--- src/rtl/muldiv_seq_ctrl_if.sv ---
// Request/response bundle between the execute stage and the multi-cycle
// multiply/divide sequencer.
interface muldiv_seq_ctrl_if #(
  parameter int unsigned WIDTH = 64
);
  logic             start;
  logic             op;
  logic [WIDTH-1:0] a;
  logic [WIDTH-1:0] b;
  logic             busy;
  logic             done;
  logic [WIDTH-1:0] result_lo;
  logic [WIDTH-1:0] result_hi;
  logic             div_by_zero;

  modport master (
    output start, op, a, b,
    input  busy, done, result_lo, result_hi, div_by_zero
  );

  modport slave (
    input  start, op, a, b,
    output busy, done, result_lo, result_hi, div_by_zero
  );
endinterface

--- src/rtl/muldiv_seq_ctrl.sv ---
// 64-bit unsigned shift-add multiply / restoring divide on one shared adder.
// Optional macro MULDIV_ZERO_SKIP_EN: zero-operand requests complete in one cycle.
module add_sub_64bit (
  input  logic [63:0] a,
  input  logic [63:0] b,
  input  logic        m,
  output logic [63:0] sum,
  output logic        cout
);
  always_comb begin
    {cout, sum} = {1'b0, a} + {1'b0, b ^ {64{m}}} + {64'b0, m};
  end
endmodule

module muldiv_seq_ctrl #(
  parameter int unsigned WIDTH = 64
) (
  input  logic                clk,
  input  logic                rst,
  muldiv_seq_ctrl_if.slave    bus
);

  typedef enum logic [1:0] {
    S_IDLE,
    S_RUN,
    S_DONE
  } state_e;

  state_e           state_q, state_d;
  logic [6:0]       cnt_q, cnt_d;
  logic [WIDTH-1:0] h_q, h_d;
  logic [WIDTH-1:0] l_q, l_d;
  logic [WIDTH-1:0] bq_q, bq_d;
  logic             op_q, op_d;
  logic             dbz_q, dbz_d;
  logic             busy_q, busy_d;
  logic             done_q, done_d;

  logic [WIDTH-1:0] hs;
  logic             msb;
  logic [WIDTH-1:0] add_a;
  logic [WIDTH-1:0] add_sum;
  logic             add_cout;
  logic             take;
`ifdef MULDIV_ZERO_SKIP_EN
  logic             skip;
`endif

  // Divide works on {H, L} shifted left by one; multiply feeds H straight in.
  always_comb begin
    hs    = {h_q[62:0], l_q[63]};
    msb   = h_q[63];
    add_a = op_q ? hs : h_q;
  end

  add_sub_64bit u_add_sub (
    .a    (add_a),
    .b    (bq_q),
    .m    (op_q),
    .sum  (add_sum),
    .cout (add_cout)
  );

  always_comb begin
    take    = msb | add_cout;
    state_d = state_q;
    cnt_d   = cnt_q;
    h_d     = h_q;
    l_d     = l_q;
    bq_d    = bq_q;
    op_d    = op_q;
    dbz_d   = dbz_q;
    busy_d  = 1'b0;
    done_d  = 1'b0;
`ifdef MULDIV_ZERO_SKIP_EN
    skip    = bus.op ? (bus.b == '0) : ((bus.a == '0) || (bus.b == '0));
`endif

    case (state_q)
      S_IDLE: begin
        if (bus.start) begin
          op_d  = bus.op;
          cnt_d = '0;
          h_d   = '0;
          dbz_d = bus.op & (bus.b == '0);
          if (bus.op) begin
            l_d  = bus.a;
            bq_d = bus.b;
          end else begin
            l_d  = bus.b;
            bq_d = bus.a;
          end
`ifdef MULDIV_ZERO_SKIP_EN
          // Load the final results directly instead of iterating.
          if (skip) begin
            state_d = S_DONE;
            done_d  = 1'b1;
            if (bus.op) begin
              l_d = '1;
              h_d = bus.a;
            end else begin
              l_d = '0;
            end
          end else begin
            state_d = S_RUN;
            busy_d  = 1'b1;
          end
`else
          state_d = S_RUN;
          busy_d  = 1'b1;
`endif
        end
      end

      S_RUN: begin
        if (op_q) begin
          if (take) begin
            h_d = add_sum;
            l_d = {l_q[62:0], 1'b1};
          end else begin
            h_d = hs;
            l_d = {l_q[62:0], 1'b0};
          end
        end else if (l_q[0]) begin
          h_d = {add_cout, add_sum[63:1]};
          l_d = {add_sum[0], l_q[63:1]};
        end else begin
          h_d = {1'b0, h_q[63:1]};
          l_d = {h_q[0], l_q[63:1]};
        end
        cnt_d = cnt_q + 7'd1;
        if (cnt_q == 7'd63) begin
          state_d = S_DONE;
          done_d  = 1'b1;
        end else begin
          busy_d = 1'b1;
        end
      end

      S_DONE: state_d = S_IDLE;

      default: state_d = S_IDLE;
    endcase
  end

  always_ff @(posedge clk) begin
    if (rst) begin
      state_q <= S_IDLE;
      cnt_q   <= '0;
      h_q     <= '0;
      l_q     <= '0;
      bq_q    <= '0;
      op_q    <= 1'b0;
      dbz_q   <= 1'b0;
      busy_q  <= 1'b0;
      done_q  <= 1'b0;
    end else begin
      state_q <= state_d;
      cnt_q   <= cnt_d;
      h_q     <= h_d;
      l_q     <= l_d;
      bq_q    <= bq_d;
      op_q    <= op_d;
      dbz_q   <= dbz_d;
      busy_q  <= busy_d;
      done_q  <= done_d;
    end
  end

  assign bus.busy        = busy_q;
  assign bus.done        = done_q;
  assign bus.result_lo   = l_q;
  assign bus.result_hi   = h_q;
  assign bus.div_by_zero = dbz_q;

endmodule

--- src/flat_wrapper.sv ---
// flat-port wrapper written by rule: the top's interface ports become plain ports
module muldiv_seq_ctrl_flat 
#(
  parameter int unsigned WIDTH = 64
)
  (clk, rst, bus_start, bus_op, bus_a, bus_b, bus_busy, bus_done, bus_result_lo, bus_result_hi, bus_div_by_zero);
  muldiv_seq_ctrl_if #(.WIDTH(WIDTH)) bus_i ();
  input  logic clk;
  input  logic rst;
  input wire logic [$bits(bus_i.start)-1:0] bus_start;
  input wire logic [$bits(bus_i.op)-1:0] bus_op;
  input wire logic [$bits(bus_i.a)-1:0] bus_a;
  input wire logic [$bits(bus_i.b)-1:0] bus_b;
  output wire logic [$bits(bus_i.busy)-1:0] bus_busy;
  output wire logic [$bits(bus_i.done)-1:0] bus_done;
  output wire logic [$bits(bus_i.result_lo)-1:0] bus_result_lo;
  output wire logic [$bits(bus_i.result_hi)-1:0] bus_result_hi;
  output wire logic [$bits(bus_i.div_by_zero)-1:0] bus_div_by_zero;
  assign bus_i.start = bus_start;
  assign bus_i.op = bus_op;
  assign bus_i.a = bus_a;
  assign bus_i.b = bus_b;
  assign bus_busy = bus_i.busy;
  assign bus_done = bus_i.done;
  assign bus_result_lo = bus_i.result_lo;
  assign bus_result_hi = bus_i.result_hi;
  assign bus_div_by_zero = bus_i.div_by_zero;
  muldiv_seq_ctrl #(.WIDTH(WIDTH)) u_core (.clk(clk), .rst(rst), .bus(bus_i));
endmodule
--- config.mk ---
export PLATFORM = sky130hd
export DESIGN_NAME = muldiv_seq_ctrl_flat
export DESIGN_NICKNAME = d
export VERILOG_FILES = /design/src/rtl/muldiv_seq_ctrl_if.sv /design/src/rtl/muldiv_seq_ctrl.sv /design/src/flat_wrapper.sv
export SDC_FILE = /design/constraint.sdc
export NUM_CORES = 1
export LEC_CHECK = 0
export ABC_CLOCK_PERIOD_IN_PS = 4800
export CAP_MARGIN = 20
export CELL_PAD_IN_SITES_DETAIL_PLACEMENT = 1
export CELL_PAD_IN_SITES_GLOBAL_PLACEMENT = 1
export CORE_MARGIN = 3
export CORE_UTILIZATION = 30
export DETAILED_ROUTE_END_ITERATION = 6
export PLACE_DENSITY_LB_ADDON = 0.12
export SLEW_MARGIN = 20
export SYNTH_ARGS = -nofsm -noshare
export SYNTH_HDL_FRONTEND = slang
export SYNTH_SLANG_ARGS = --single-unit
export TNS_END_PERCENT = 1
--- constraint.sdc ---
create_clock -name clk -period 4.8 [get_ports clk]
set_input_delay 0.96 -clock clk [delete_from_list [all_inputs] [get_ports clk]]
set_output_delay 0.96 -clock clk [all_outputs]
set_load 0.03 [all_outputs]
Yosys cells after proc, flatten, opt, wreduce, memory -nomap -nowiden
Index checks and enable logic that the tools add are counted.

Add/subtract/negate cells: 3. Equal/unequal tests: 4. Mux-type cells: 22. Bitwise gates (word level): 4. Reductions and logical operators: 7.

Operator list (count): 2-to-1 mux 64 bit (10); case mux 64 bit (2 select lines) (2); adder 64 x 64 -> 65 bit (1); adder 65 x 1 -> 65 bit (1); zero test 64 bit (1); bitwise XOR 64 bit (1); case mux 7 bit (2 select lines) (1); adder 7 x 1 -> 7 bit (second input constant) (1); == test 7 x 6 -> 1 bit (second input constant) (1); 2-to-1 mux 7 bit (1); AND reduction 2 bit (3); 2-to-1 mux 1 bit (4); 2-to-1 mux 2 bit (2); case mux 2 bit (2 select lines) (1); == test 2 x 1 -> 1 bit (second input constant) (1); zero test 2 bit (1); != test 2 x 1 -> 1 bit (second input constant) (1); != test 2 bit (second input constant) (1); case mux 1 bit (2 select lines) (1); nonzero test 2 bit (1); OR reduction 2 bit (1); bitwise AND 1 bit (1); inverter 1 bit (1); bitwise OR 1 bit (1).

Flip-flop bits (word level): 205. Bits of input ports: 132.

Logic depth before layout (Yosys ltp)
Word-level depth: 7. Depth in mapped cells: 19.

By module
A second synthesis with hierarchy kept.

Cells, all modules: 2105. Area total of the unflattened synthesis: 17111.4 um^2.

Modules (own cells, without submodules): muldiv_seq_ctrl (instances 1, cells an instance 1437, area an instance 12403.1 um^2, seq. area each 4103.9 um^2); add_sub_64bit (instances 1, cells an instance 668, area an instance 4708.3 um^2, seq. area each 0.0 um^2).

Worst setup path before layout
OpenSTA, ideal clock, no wires.

Path type: register to register. Start: register u_core.op_q. End: register u_core.h_q[25] (netlist: u_core.bus.result_hi[25]). Setup time: 0.122 ns. Arrival time: 4.134 ns. Path slack: 0.544 ns. Cell stages (with the launch flop): 17. Path buffers: 5. Period minus slack after synthesis: 4.256 ns. Cells stage by stage: dfxtp_1 > buf_2 > clkbuf_1 > clkbuf_1 > buf_1 > xor2_1 > ha_1 > buf_4 > a21oi_4 > o21ai_0 > or4_4 > a21o_4 > a221oi_4 > o21ai_2 > xor2_1 > mux2_2 > a221o_1.

Word-level cells in the longest chain between the ends: 7. Elaborated cells on any way between the ends: 9. Those cells by class: add/sub: 2; mux: 5; bitwise: 2.

Ends and longest elaborated chain: start, declared (line muldiv_seq_ctrl.sv:34) `logic op_q, op_d;`; start signal, assigned (line muldiv_seq_ctrl.sv:163) `op_q <= op_d;`; 2-to-1 mux 64 bit / bitwise XOR 64 bit (equally long branches) (line muldiv_seq_ctrl.sv:53, muldiv_seq_ctrl.sv:11); adder 64 x 64 -> 65 bit (line muldiv_seq_ctrl.sv:11) `{cout, sum} = {1'b0, a} + {1'b0, b ^ {64{m}}} + {64'b0, m};`; adder 65 x 1 -> 65 bit (line muldiv_seq_ctrl.sv:11); bitwise OR 1 bit (line muldiv_seq_ctrl.sv:65) `take = msb | add_cout;`; 2-to-1 mux 64 bit (line muldiv_seq_ctrl.sv:117) `if (take) begin`; 2-to-1 mux 64 bit (*) (line muldiv_seq_ctrl.sv:116) `if (op_q) begin`; case mux 64 bit (2 select lines) (*) (line muldiv_seq_ctrl.sv:79) `case (state_q)`; end signal, assigned (line muldiv_seq_ctrl.sv:150) `h_q <= '0;`; end signal, assigned (line muldiv_seq_ctrl.sv:160) `h_q <= h_d;`; end, declared (line muldiv_seq_ctrl.sv:31) `logic [WIDTH-1:0] h_q, h_d;`.

Mark *: on every way between the ends. The rest lies on a longest branch, timed or not. A chain may end at the register's enable or synchronous reset.

Worst setup path after layout
Same ends and word-level chain as after synthesis.

==> results_dict.tcl <==
set metrics [dict create \
    outcome "finished clean" \
    post_cts_setup_inserts 0 \
    globalRouteOverflowTotal 0 \
    floorplan.die.height_um 245.0 \
    cts_tree "done" \
    die-width_um 245.0 \
    reg2reg_to "u_core.bus.result_hi[25]" \
    die_area_um2 60020 \
    worst_r2r_path_depth 14 \
    global_route_wire_length_before_repair_mm 111.6 \
    ys_seq_elements 205 \
    final_layout_size_suffix_gt1_frac 0.08952 \
    dp_hpwl_mm 57.02 \
    top_ports 263 \
    timing.setup.critical_path_class "register to register" \
    hold_violations 0 \
    worstReg2RegStart "u_core.op_q" \
    finalSetupViolCount 0 \
    synth_largest_area_cell "dfxtp_1" \
    timing.critical_path.arrival_ns 5.11 \
    finish.instance_area_um2 21670 \
    drt_drc_violations_left 0 \
    synthFlopType "dfxtp_1" \
    vdd_drop_max_uv 276.6 \
    route.antenna.remaining_nets 0 \
    fin_nets 2600 \
    r2r_setup_slack_ns 0.15 \
    worstHoldStart "u_core.bus.div_by_zero" \
    synth_nets 2429 \
    grt_usage 0.2351 \
    buffers_added_on_ports 262 \
    clk_root_buffer_cell "clkbuf_16" \
    route.detailed.vias_per_inst 5.641 \
    first_global_vias 18020 \
    total_leakage_power_nw 8.093 \
    path_clk_slew_ns 0.06 \
    timing.final.crit_period_ns 4.652 \
    clock_sinks 205 \
    area_delta_synth_final_pct 26.49 \
    synth_cell_type_count 76 \
    firstDrtPassIters 5 \
    skew_ns 0.03378 \
    synth_enable_flop_cells 0 \
    routed_wire_length_per_instance_um 23.15 \
    number_of_placed_cells_counting_well_taps 3121 \
    gp_routability_congestion 0.9414 \
    final.period_utilization 0.9692 \
    cts_buffer_count 28 \
    grt_start_max_net_pins 73 \
    clk_lat_worst_skew_ns 0.60 \
    final.setup.tns_ns 0 \
    number_of_antenna_violations_at_the_first_check_in_global_routing 5 \
    drt-total-wl_mm 73.47 \
    critical_path_peak_fanout 35 \
    syn-cell-area_um2 17130 \
    hp-class "register to register" \
    grt_setup_unrepaired "no" \
    synthArstFlopShare 0 \
    clock_tree.htree_level_count 1 \
    min_path_cells 2 \
    netlist_top_cells_area "dfxtp_1 24%, a211oi_1 9.2%, mux2i_1 8.1%, a21oi_1 6.7%, ha_1 4.7%" \
    slew_violations 0 \
    worst_slew_margin_rel 0.3642 \
    cp-end-kind "register" \
    dr.first_iter.drc_count 846 \
    seq_area_frac_synth 0.2395 \
    row_count 86 \
    worst-slew-pin-transition_ns 0.9517 \
    initial_utilization 0.3068 \
    synth_area_per_cell_um2 7.676 \
    holdPathEnd "u_core.bus.div_by_zero" \
    cts.repair.resized 0 \
    yosys_warnings 0 \
    timing.fmax_mhz 214.9 \
    synth.top_cell.area_share 0.2395 \
    drv_cap 0 \
    netlist_instances 2232 \
    worst_hold_slack_ns 0.4639 \
    critical_path.startpoint_type "register" \
    vias 17900 \
    finish.cell_count_without_fillers 3174 \
    cts-root-to-sink-buffers 3 \
    cts.hold.buffers_added 0 \
    placed_standard_cell_area_um2 20580 \
    power.density_nw_per_um2 285.0 \
    floorplan.core_area_um2 55850 \
    worst-endpoint-required_ns 5.26 \
]
## cell families after synthesis
group                      count (synthesis)  synth area share
AOI/OAI and AO/OA                        754            0.2935
xor gates and xnor gates                 116           0.05930
adders and majority gates                 65           0.04790
buffers and inverters                    212           0.04812
DFF                                      205            0.2395
muxes                                    210            0.1279
and+or+nand+nor                          670            0.1838
## cells in the mapped netlist, types with 5 or more instances
| cell type | number |
|---|---|
| dfxtp_1 | 205 |
| nand4_1 | 41 |
| o31ai_1 | 17 |
| o211ai_1 | 14 |
| o21ai_1 | 6 |
| ha_1 | 64 |
| o21ai_0 | 84 |
| nand2b_1 | 6 |
| o31a_1 | 5 |
| a21oi_1 | 229 |
| nand2_1 | 200 |
| and3_1 | 11 |
| nand3_1 | 43 |
| a22oi_1 | 7 |
| clkbuf_1 | 143 |
| and2_1 | 12 |
| buf_2 | 14 |
| a22o_1 | 24 |
| a21boi_0 | 5 |
| o21a_1 | 9 |
| a32o_1 | 7 |
| nor3_1 | 26 |
| o21bai_1 | 22 |
| a31oi_1 | 22 |
| buf_1 | 26 |
| xnor2_1 | 31 |
| a221oi_1 | 5 |
| or2_2 | 6 |
| or3_1 | 10 |
| a221o_1 | 7 |
| mux2_2 | 71 |
| mux2i_1 | 139 |
| nor4_1 | 21 |
| and4_1 | 6 |
| inv_1 | 25 |
| a211oi_1 | 209 |
| nor2_1 | 205 |
| xor2_1 | 85 |
| nor2b_1 | 70 |
| a21o_1 | 24 |
| o221ai_1 | 9 |
## flip-flops by register name, indices dropped and copies added (netlist names), 2 cells and up
register,cells
u_core.bq_q,64
u_core.bus.result_hi,64
u_core.bus.result_lo,64
u_core.cnt_q,7
u_core.state_q,2
## report_power, final
group	switching [W]	total [W]	internal [W]
sequential	0.000141	0.00195	0.00181
clock	0.000926	0.00249	0.00156
combinational	0.00107	0.00174	0.000668
## critical path, cell delays in order (launching register included)
cell     delay, ns
dfxtp_4       0.62
buf_12        0.28
buf_4         0.30
xor2_1        0.40
ha_1          0.34
nand4_1       0.19
nor3_1        0.19
buf_4         0.17
nand4_1       0.09
a21oi_1       0.35
nor4_4        0.12
o21ai_4       0.50
buf_4         0.26
mux2_2        0.34
a221o_1       0.31
## layout by cell type, fill, tap and decap left out, types with 21 or more instances in the layout
cell type and instances:
nand2_1 200, inv_1 25, nor4_1 21, a21o_1 24
nor3_1 26, clkdlybuf4s50_1 260, dfxtp_1 203, nor2_1 204
a22o_1 24, o21ai_0 84, clkbuf_16 28, a211oi_1 209
nand4_1 41, o21bai_1 22, buf_4 57, a31oi_1 22
ha_1 64, mux2i_1 139, xnor2_1 31, nand3_1 43
nor2b_1 69, a21oi_1 229, mux2_2 71, xor2_1 85
## metrics by stage
step / setup WS (ns) / power [W] / util
floorplan: 0.5439 / 0.003027 / -
global placement: 0.3133 / 0.003690 / 0.3686
detailed placement: 0.2395 / 0.003715 / 0.3686
CTS: 0.2155 / 0.006241 / 0.3880
global route: 0.003614 / 0.006470 / 0.3881
finish: 0.1477 / 0.006177 / 0.3881
## per-layer routing
metal / share of wire / vias to the layer above / GRT usage
met5: 0.00050 / - / 0
met4: 0.026 / 6 / 0.05523
met3: 0.042 / 87 / 0.03266
met2: 0.44 / 358 / 0.3744
met1: 0.49 / 8773 / 0.3353
li1: - / 8680 / -
## worst max-delay path by stage
stage / startpoint / to / slack (ns) / cells after the start
final: u_core.op_q / u_core.bus.result_hi[25] / 0.15 / 14
after global routing: u_core.op_q / u_core.bus.result_hi[25] / 0.004 / 13
after CTS: u_core.op_q / u_core.bus.result_hi[25] / 0.22 / 14
after detailed placement: u_core.op_q / u_core.bus.result_hi[25] / 0.24 / 14
after global placement: u_core.op_q / u_core.bus.result_hi[25] / 0.31 / 14
after floorplan: u_core.op_q / u_core.bus.result_hi[25] / 0.54 / 16
## final cells by class
class / instances / area [um2]
sequential: 205 / 4109
tap: 748 / 935.9
inverter: 27 / 101.3
antenna: 2 / 5.005
multi-input combinational: 1815 / 12230
timing repair buffer: 326 / 3202
clock buffer: 33 / 759.5
fill: 6699 / 34170
clock inverter: 18 / 326.6
No activity file was read; power rests on OpenSTA's default activity.
